**src/rtl/tis_stream_pkg.sv**
```systemverilog
// Shared stream-port types and constants for the TIS node feeder/checker pair.
package tis_stream_pkg;

  localparam int unsigned WIDTH = 11;
  localparam int unsigned DEPTH = 64;
  localparam int unsigned LEN_W = $clog2(DEPTH);

  typedef logic [WIDTH-1:0] word_t;
  typedef logic [LEN_W-1:0] len_t;

  typedef enum logic {
    IDLE = 1'b0,
    ACK  = 1'b1
  } sink_state_t;

endpackage

```
**src/rtl/outstream_check_if.sv**
```systemverilog
// Node stream port handshake: the producer offers a word with write/in, and the
// sink acknowledges it with a one-cycle rready pulse.
//   write  : producer holds high while a word is offered
//   in     : offered word, stable while write is high
//   rready : sink acknowledge; transfer when write && rready at posedge
interface outstream_check_if;
  import tis_stream_pkg::*;

  logic  write;
  word_t in;
  logic  rready;

  modport master (output write, output in, input rready);
  modport slave  (input write, input in, output rready);

endinterface

```
**src/rtl/outstream_check.sv**
```systemverilog
// Sink end of a node output stream: acknowledges offered words, captures them in
// order and compares them against an expected list.
//   clk, rst  : clock, asynchronous active-high reset
//   s         : stream handshake (slave side)
//   length    : expected word count, 0 = port unused (static after reset)
//   expected  : expected words, index 0 first
//   captured  : received words in order
//   count     : number of words received
//   done      : count == length && length != 0 (combinational)
//   mismatch  : sticky, some received word differed from expected
//   err_idx   : index of the first mismatching word
//   overflow  : sticky, producer offered a word once full (or port unused)
module outstream_check
  import tis_stream_pkg::*;
(
  input  logic                    clk,
  input  logic                    rst,
  outstream_check_if.slave        s,
  input  len_t                    length,
  input  word_t [DEPTH-1:0]       expected,
  output word_t [DEPTH-1:0]       captured,
  output len_t                    count,
  output logic                    done,
  output logic                    mismatch,
  output len_t                    err_idx,
  output logic                    overflow
);

  sink_state_t       state_q, state_d;
  len_t              count_q, count_d;
  word_t [DEPTH-1:0] captured_q, captured_d;
  logic              mismatch_q, mismatch_d;
  len_t              err_idx_q, err_idx_d;
  logic              overflow_q, overflow_d;

  logic full;

  // Full also covers the unused port (length == 0), so it never acknowledges.
  assign full = (count_q == length);

  // State and capture registers.
  always_ff @(posedge clk or posedge rst) begin
    if (rst) begin
      state_q    <= IDLE;
      count_q    <= '0;
      captured_q <= '0;
      mismatch_q <= 1'b0;
      err_idx_q  <= '0;
      overflow_q <= 1'b0;
    end else begin
      state_q    <= state_d;
      count_q    <= count_d;
      captured_q <= captured_d;
      mismatch_q <= mismatch_d;
      err_idx_q  <= err_idx_d;
      overflow_q <= overflow_d;
    end
  end

  // Next-state, capture and compare.
  always_comb begin
    state_d    = state_q;
    count_d    = count_q;
    captured_d = captured_q;
    mismatch_d = mismatch_q;
    err_idx_d  = err_idx_q;
    overflow_d = overflow_q;

    unique case (state_q)
      IDLE: begin
        if (s.write) begin
          if (!full) begin
            state_d = ACK;
          end else begin
            overflow_d = 1'b1;
          end
        end
      end
      ACK: begin
        // One-cycle acknowledge; a dropped write simply re-arms from IDLE.
        state_d = IDLE;
        if (s.write) begin
          captured_d[count_q] = s.in;
          count_d             = count_q + LEN_W'(1);
          if ((s.in != expected[count_q]) && !mismatch_q) begin
            mismatch_d = 1'b1;
            err_idx_d  = count_q;
          end
        end
      end
      default: state_d = IDLE;
    endcase
  end

  assign s.rready = (state_q == ACK);
  assign captured = captured_q;
  assign count    = count_q;
  assign mismatch = mismatch_q;
  assign err_idx  = err_idx_q;
  assign overflow = overflow_q;
  assign done     = full && (length != '0);

endmodule

```
**src/flat_wrapper.sv**
```systemverilog
// flat-port wrapper written by rule: the top's interface ports become plain ports
module outstream_check_flat import tis_stream_pkg::*;
  (clk, rst, length, expected, captured, count, done, mismatch, err_idx, overflow, s_write, s_in, s_rready);
  outstream_check_if s_i ();
  input  logic clk;
  input  logic rst;
  input  len_t length;
  input  word_t [DEPTH-1:0] expected;
  output word_t [DEPTH-1:0] captured;
  output len_t count;
  output logic done;
  output logic mismatch;
  output len_t err_idx;
  output logic overflow;
  input wire logic [$bits(s_i.write)-1:0] s_write;
  input wire logic [$bits(s_i.in)-1:0] s_in;
  output wire logic [$bits(s_i.rready)-1:0] s_rready;
  assign s_i.write = s_write;
  assign s_i.in = s_in;
  assign s_rready = s_i.rready;
  outstream_check u_core (.clk(clk), .rst(rst), .s(s_i), .length(length), .expected(expected), .captured(captured), .count(count), .done(done), .mismatch(mismatch), .err_idx(err_idx), .overflow(overflow));
endmodule
```
**config.mk**
```make
export PLATFORM = sky130hd
export DESIGN_NAME = outstream_check_flat
export DESIGN_NICKNAME = d
export VERILOG_FILES = /design/src/rtl/tis_stream_pkg.sv /design/src/rtl/outstream_check_if.sv /design/src/rtl/outstream_check.sv /design/src/flat_wrapper.sv
export SDC_FILE = /design/constraint.sdc
export NUM_CORES = 1
export LEC_CHECK = 0
export CAP_MARGIN = 20
export CORE_AREA = 2 2 568 570
export CTS_CLUSTER_SIZE = 25
export DETAILED_ROUTE_END_ITERATION = 10
export DIE_AREA = 0 0 570 572
export GPL_TIMING_DRIVEN = 1
export RECOVER_POWER = 50
export SKIP_LAST_GASP = 1
export SLEW_MARGIN = 20
export SYNTH_ARGS = -nofsm -noshare
export SYNTH_HDL_FRONTEND = slang
export SYNTH_SLANG_ARGS = --single-unit
```
**constraint.sdc**
```tcl
create_clock -name clk -period 42.5 [get_ports clk]
set_input_delay 4.25 -clock clk [delete_from_list [all_inputs] [get_ports clk]]
set_output_delay 4.25 -clock clk [all_outputs]
set_load 0.02 [all_outputs]
```
Word-level counts from Yosys, hierarchy flattened
Index checks and enable logic that the tools add are counted.

Word-level logic and storage cells: 91. Register bits: 719. Output and inout bits: 720. Input bits: 724.

Magnitude comparators: 2. Reductions and logical operators: 8. Equality and inequality tests: 2. Bitwise operators: 1. Add/subtract/negate cells: 1. Mux-type cells: 8.

Operators by type and width (count): bitwise mux 704 bit (1); binary-select mux 11 bit (select 6 bit) (1); demux 11 bit (select 6 bit) (1); 2-to-1 mux 11 bit (2); != test 11 bit (1); less-than comparator 6 x 7 -> 1 bit, second input constant (1); adder 6 x 1 -> 6 bit, second input constant (1); == test 6 bit (1); >= comparator 6 x 1 -> 1 bit, second input constant (1); AND reduction 3 bit (2); nonzero test 6 bit (1); logical AND 1 bit (3); 2-to-1 mux 1 bit (2); one-hot mux 1 bit (2 select lines) (1); AND reduction 2 bit (1); logical NOT 1 bit (1); inverter 1 bit (1).

Logic depth before layout (Yosys ltp)
Depth in word-level cells: 5. Mapped depth: 15. Gate-level depth less buffers: 9.

Worst setup path before layout
OpenSTA, ideal clock, no wires.

Path kind: input to output. Start: input port length[0]. End: output port done. Path buffers: 0. Slack: 33.176 ns. Stages on the path: 2. Data required time: 38.250 ns. Arrival time: 5.074 ns. Path through: or4_1 -> o31a_1.

Word-level cells in the longest chain between the ends: 2. Elaborated cells on any way between the ends: 3. Classes of those cells: eq/ne: 1; reduce/logical: 2.

RTL lines: from (decl) (RTL line flat_wrapper.sv:7) `input len_t length;`; == test 6 bit or nonzero test 6 bit (tied branches) (RTL line outstream_check.sv:39, outstream_check.sv:101); logical AND 1 bit (*) (RTL line outstream_check.sv:101) `assign done = full && (length != '0);`; to (decl) (RTL line flat_wrapper.sv:11) `output logic done;`.

Mark *: on every way between the ends. The rest lies on a longest branch, timed or not.

==> key figures <==
Status
  – Outcome: finished with violations
  – Failing checks: max-capacitance violations, max-slew violations

Synthesis
  – Post-synth EDFFs: 0
  – Area leader, netlist: dfrtp_1
  – Cell area after synthesis: ~0.033 sq mm
  – Syn Nets: 3071
  – Number of distinct library cells after synthesis: 69
  – FFs w/ async S/R, synth: 100%
  – Count leader, synth: mux2_2
  – Mapped Cells: ~2300
  – Most frequent cells after synthesis: mux2_2, dfrtp_1, clkbuf_1
  – Top_reg_cell synth: dfrtp_1
  – Mapped Avg Cell Area: between 10 and 15 sq um
  – Yosys top cell area share: a little over half
  – Synth top area cells: dfrtp_1, mux2_2, mux4_2
  – Synth Warn #: 0
  – Seq cells post-synth: just over 700
  – Post-synthesis sequential area ratio: between 50% and 60%

Worst setup path
  – CP Launch Type: primary input
  – Worst Path Max Fanout: around 130
  – Launch point of the worst reg-to-reg path: u_core.count[1]$_DFFE_PP0P_
  – Worst EP required: about 43 ns
  – Worst r2r dst: u_core.err_idx[0]$_DFFE_PP0P_
  – Reg2reg path depth: 13
  – CP arrival: 14.99 ns
  – Setup CP Type: primary input to async pin
  – Crit end category: async pin
  – R2r setup slk: around 36 ns

Global routing
  – Met1 Resource Use GR: between 10% and 20%
  – Initial antenna violation count: 151
  – Vias in the first global route: just under 30000
  – Largest net degree at the start of global routing: 148
  – Gr ovfl total: 0
  – Met2 Resource Use GR: between 20% and 30%
  – GRT met3 Usage: under 10%
  – First-pass GRT wire length: ~320000 microns
  – Busiest grt layer: met2
  – GRT Util Overall: between 10 and 15%

Floorplan
  – Die area: roughly 0.33 sq mm
  – Core Area: 0.320 sq mm
  – Std-Cell Rows: 208
  – Die W: between 500 and 600 microns
  – Initial Util: between 10% and 20%
  – IO Pins: around 1400
  – Vert. Die Dim: between 500 and 600 microns

Timing
  – Final Hold Vio Count: 0
  – TNS Setup: 0 ns
  – Min Clock Period, post-route: roughly 14 ns
  – Fin crit share: between 30% and 40%
  – Unrepaired setup endpoints after global routing: no
  – F_max: 0.0705 GHz
  – Worst Clk Skew: approximately 0.088 ns
  – Endpoints failing setup: 0
  – Slew HR: -303%
  – Final Slew Violations: ~400
  – Worst-margin pin slew: between 6 and 7 ns

Flow run
  – Max Cap Viol: 5

Place
  – Placer congestion estimate: roughly 0.90
  – I/O Buffers: 1443
  – Detailed-placement wirelength estimate: slightly above 200000 microns

Worst hold path
  – Hold Path Origin: u_core.captured[323]$_DFFE_PP0P_
  – Hold endpoint: u_core.captured[323]$_DFFE_PP0P_
  – Count of cells along the worst hold path: 1
  – Min-Delay Path Class: register to register

Routing
  – Final wirelength: between 200000 and 300000 microns
  – Drt via density: 3.55
  – DR WL/cell: roughly 31 microns
  – DRT Pass-1 Iters: 5
  – 1st-iter DRT viols: approximately 2100
  – Total vias in the final route: about 28000
  – DRC: 0
  – Post-route ant nets: 0

Final layout
  – Area growth from synthesis to final layout: 66.9%
  – Proportion of layout cells with a drive suffix above 1: between 30 and 40%
  – Nets: 4446

Clocking
  – Sink Count: slightly above 700
  – TritonCTS clock tree: built
  – H-tree depth: 3
  – # Post-CTS Setup Buffers: 0
  – CTS root buffer: clkbuf_16
  – Cts hold-fix bufs: 0
  – Worst-path clk slew: ~0.060 ns
  – CTS resizes: 0
  – Worst-case clock buffer depth: 4
  – Clock Latency Late Sink: 0.80 ns
  – Clock buffer count from CTS: between 80 and 90

Power
  – Peak supply drop: 0.0497 mV
  – Leak: about 25 nW
  – Power Dens Cells: between 50 and 60 mW/mm^2
  – Final Power: 2.80 mW
-- cell type report --
type / count / area, sq um
diodes: 46 / 115
clock buffers: 124 / 2530
clock inverters: 27 / 358
fillers: 34900 / 264000
inverters: 5 / 20.0
multi-input cells: 1378 / 14500
flip-flops and latches: 719 / 18000
well taps: 4200 / 5260
repair buffers: 1530 / 15100
-- cells by family after synthesis --
kind of cell / count (synthesis) / share of synthesized area [%]
flops: 719 / 53.7
buf+inv: 249 / 3.53
simple gates: 218 / 3.41
mux: 904 / 33.4
xor+xnor: 16 / 0.418
compound gates: 239 / 5.44
fa+ha+maj: 1 / 0.0374
-- metrics by stage --
| stage | cells | area (sq um) | utilization [%] | setup WS (ns) | hold WS, ns |
|---|---|---|---|---|---|
| 6_report | 8029 | 55900 | 17.5 | 28.31 | 0.497 |
| 5_1_grt | 8002 | 55800 | 17.5 | 26.45 | 0.505 |
| 4_1_cts | 7983 | 55800 | 17.4 | 31.80 | 0.506 |
| 3_5_place_dp | 7832 | 52900 | 16.5 | 31.79 | 0.489 |
| 3_3_place_gp | 7832 | 52900 | 16.5 | 31.66 | 0.467 |
| 2_1_floorplan | 2346 | 33500 | - | 18.08 | 0.591 |
-- per-layer routing --
layer,wire [microns],vias up
li1,-,11500
met1,97900,14700
met2,116000,1743
met3,24800,456
met4,11800,56
met5,368,-
-- how the worst max path moves through the flow --
stage                     startpoint                                to  slack, ns  depth (start not counted)
after floorplan                  rst    u_core.captured[0]$_DFFE_PP0P_      18.08                          1
after CTS                  length[4]                              done      31.80                          6
after global routing             rst     u_core.err_idx[2]$_DFFE_PP0P_      26.45                          5
after detailed placement   length[2]                              done      31.79                          6
final                            rst  u_core.captured[514]$_DFFE_PP0P_      28.31                          5
after global placement     length[2]                              done      31.66                          6
-- report_power, final --
| group | switching (mW) | internal (mW) | total [mW] | leakage [nW] |
|---|---|---|---|---|
| sequential | 0.0610 | 0.766 | 0.827 | 9.90 |
| clock | 0.304 | 0.456 | 0.760 | 1.42 |
| combinational | 0.749 | 0.460 | 1.21 | 13.8 |
-- registers in the layout, summed over array words and instances (netlist names) --
register         flops
u_core.captured    704
u_core.count         6
u_core.err_idx       6
u_core.mismatch      1
u_core.overflow      1
u_core.s.rready      1
-- worst max-delay path: stages --
cell           delay [ns]
dlygate4sd3_1        0.54
clkinvlp_2           3.20
clkbuf_1             3.15
clkbuf_1             2.38
buf_4                0.99
-- cell usage in the layout, fill, tap and decap left out, types with 19 or more instances in the layout --
| cell type | netlist | final |
|---|---|---|
| a21oi_1 | 26 | 26 |
| a221oi_1 | 62 | 62 |
| a22oi_1 | 36 | 36 |
| buf_4 | 17 | 91 |
| clkbuf_1 | 103 | 21 |
| clkbuf_16 | 0 | 88 |
| clkbuf_8 | 0 | 19 |
| clkdlybuf4s50_1 | 0 | 716 |
| dfrtp_1 | 719 | 713 |
| diode_2 | 0 | 46 |
| dlygate4sd3_1 | 0 | 716 |
| mux2_2 | 743 | 743 |
| mux2i_1 | 60 | 59 |
| mux4_2 | 87 | 87 |
| nand2_1 | 33 | 26 |
| nand3_1 | 24 | 23 |
| nor2_1 | 81 | 43 |
| nor2_2 | 2 | 35 |
| o22ai_1 | 29 | 29 |
Note: power is estimated with default switching activity, not from simulation.
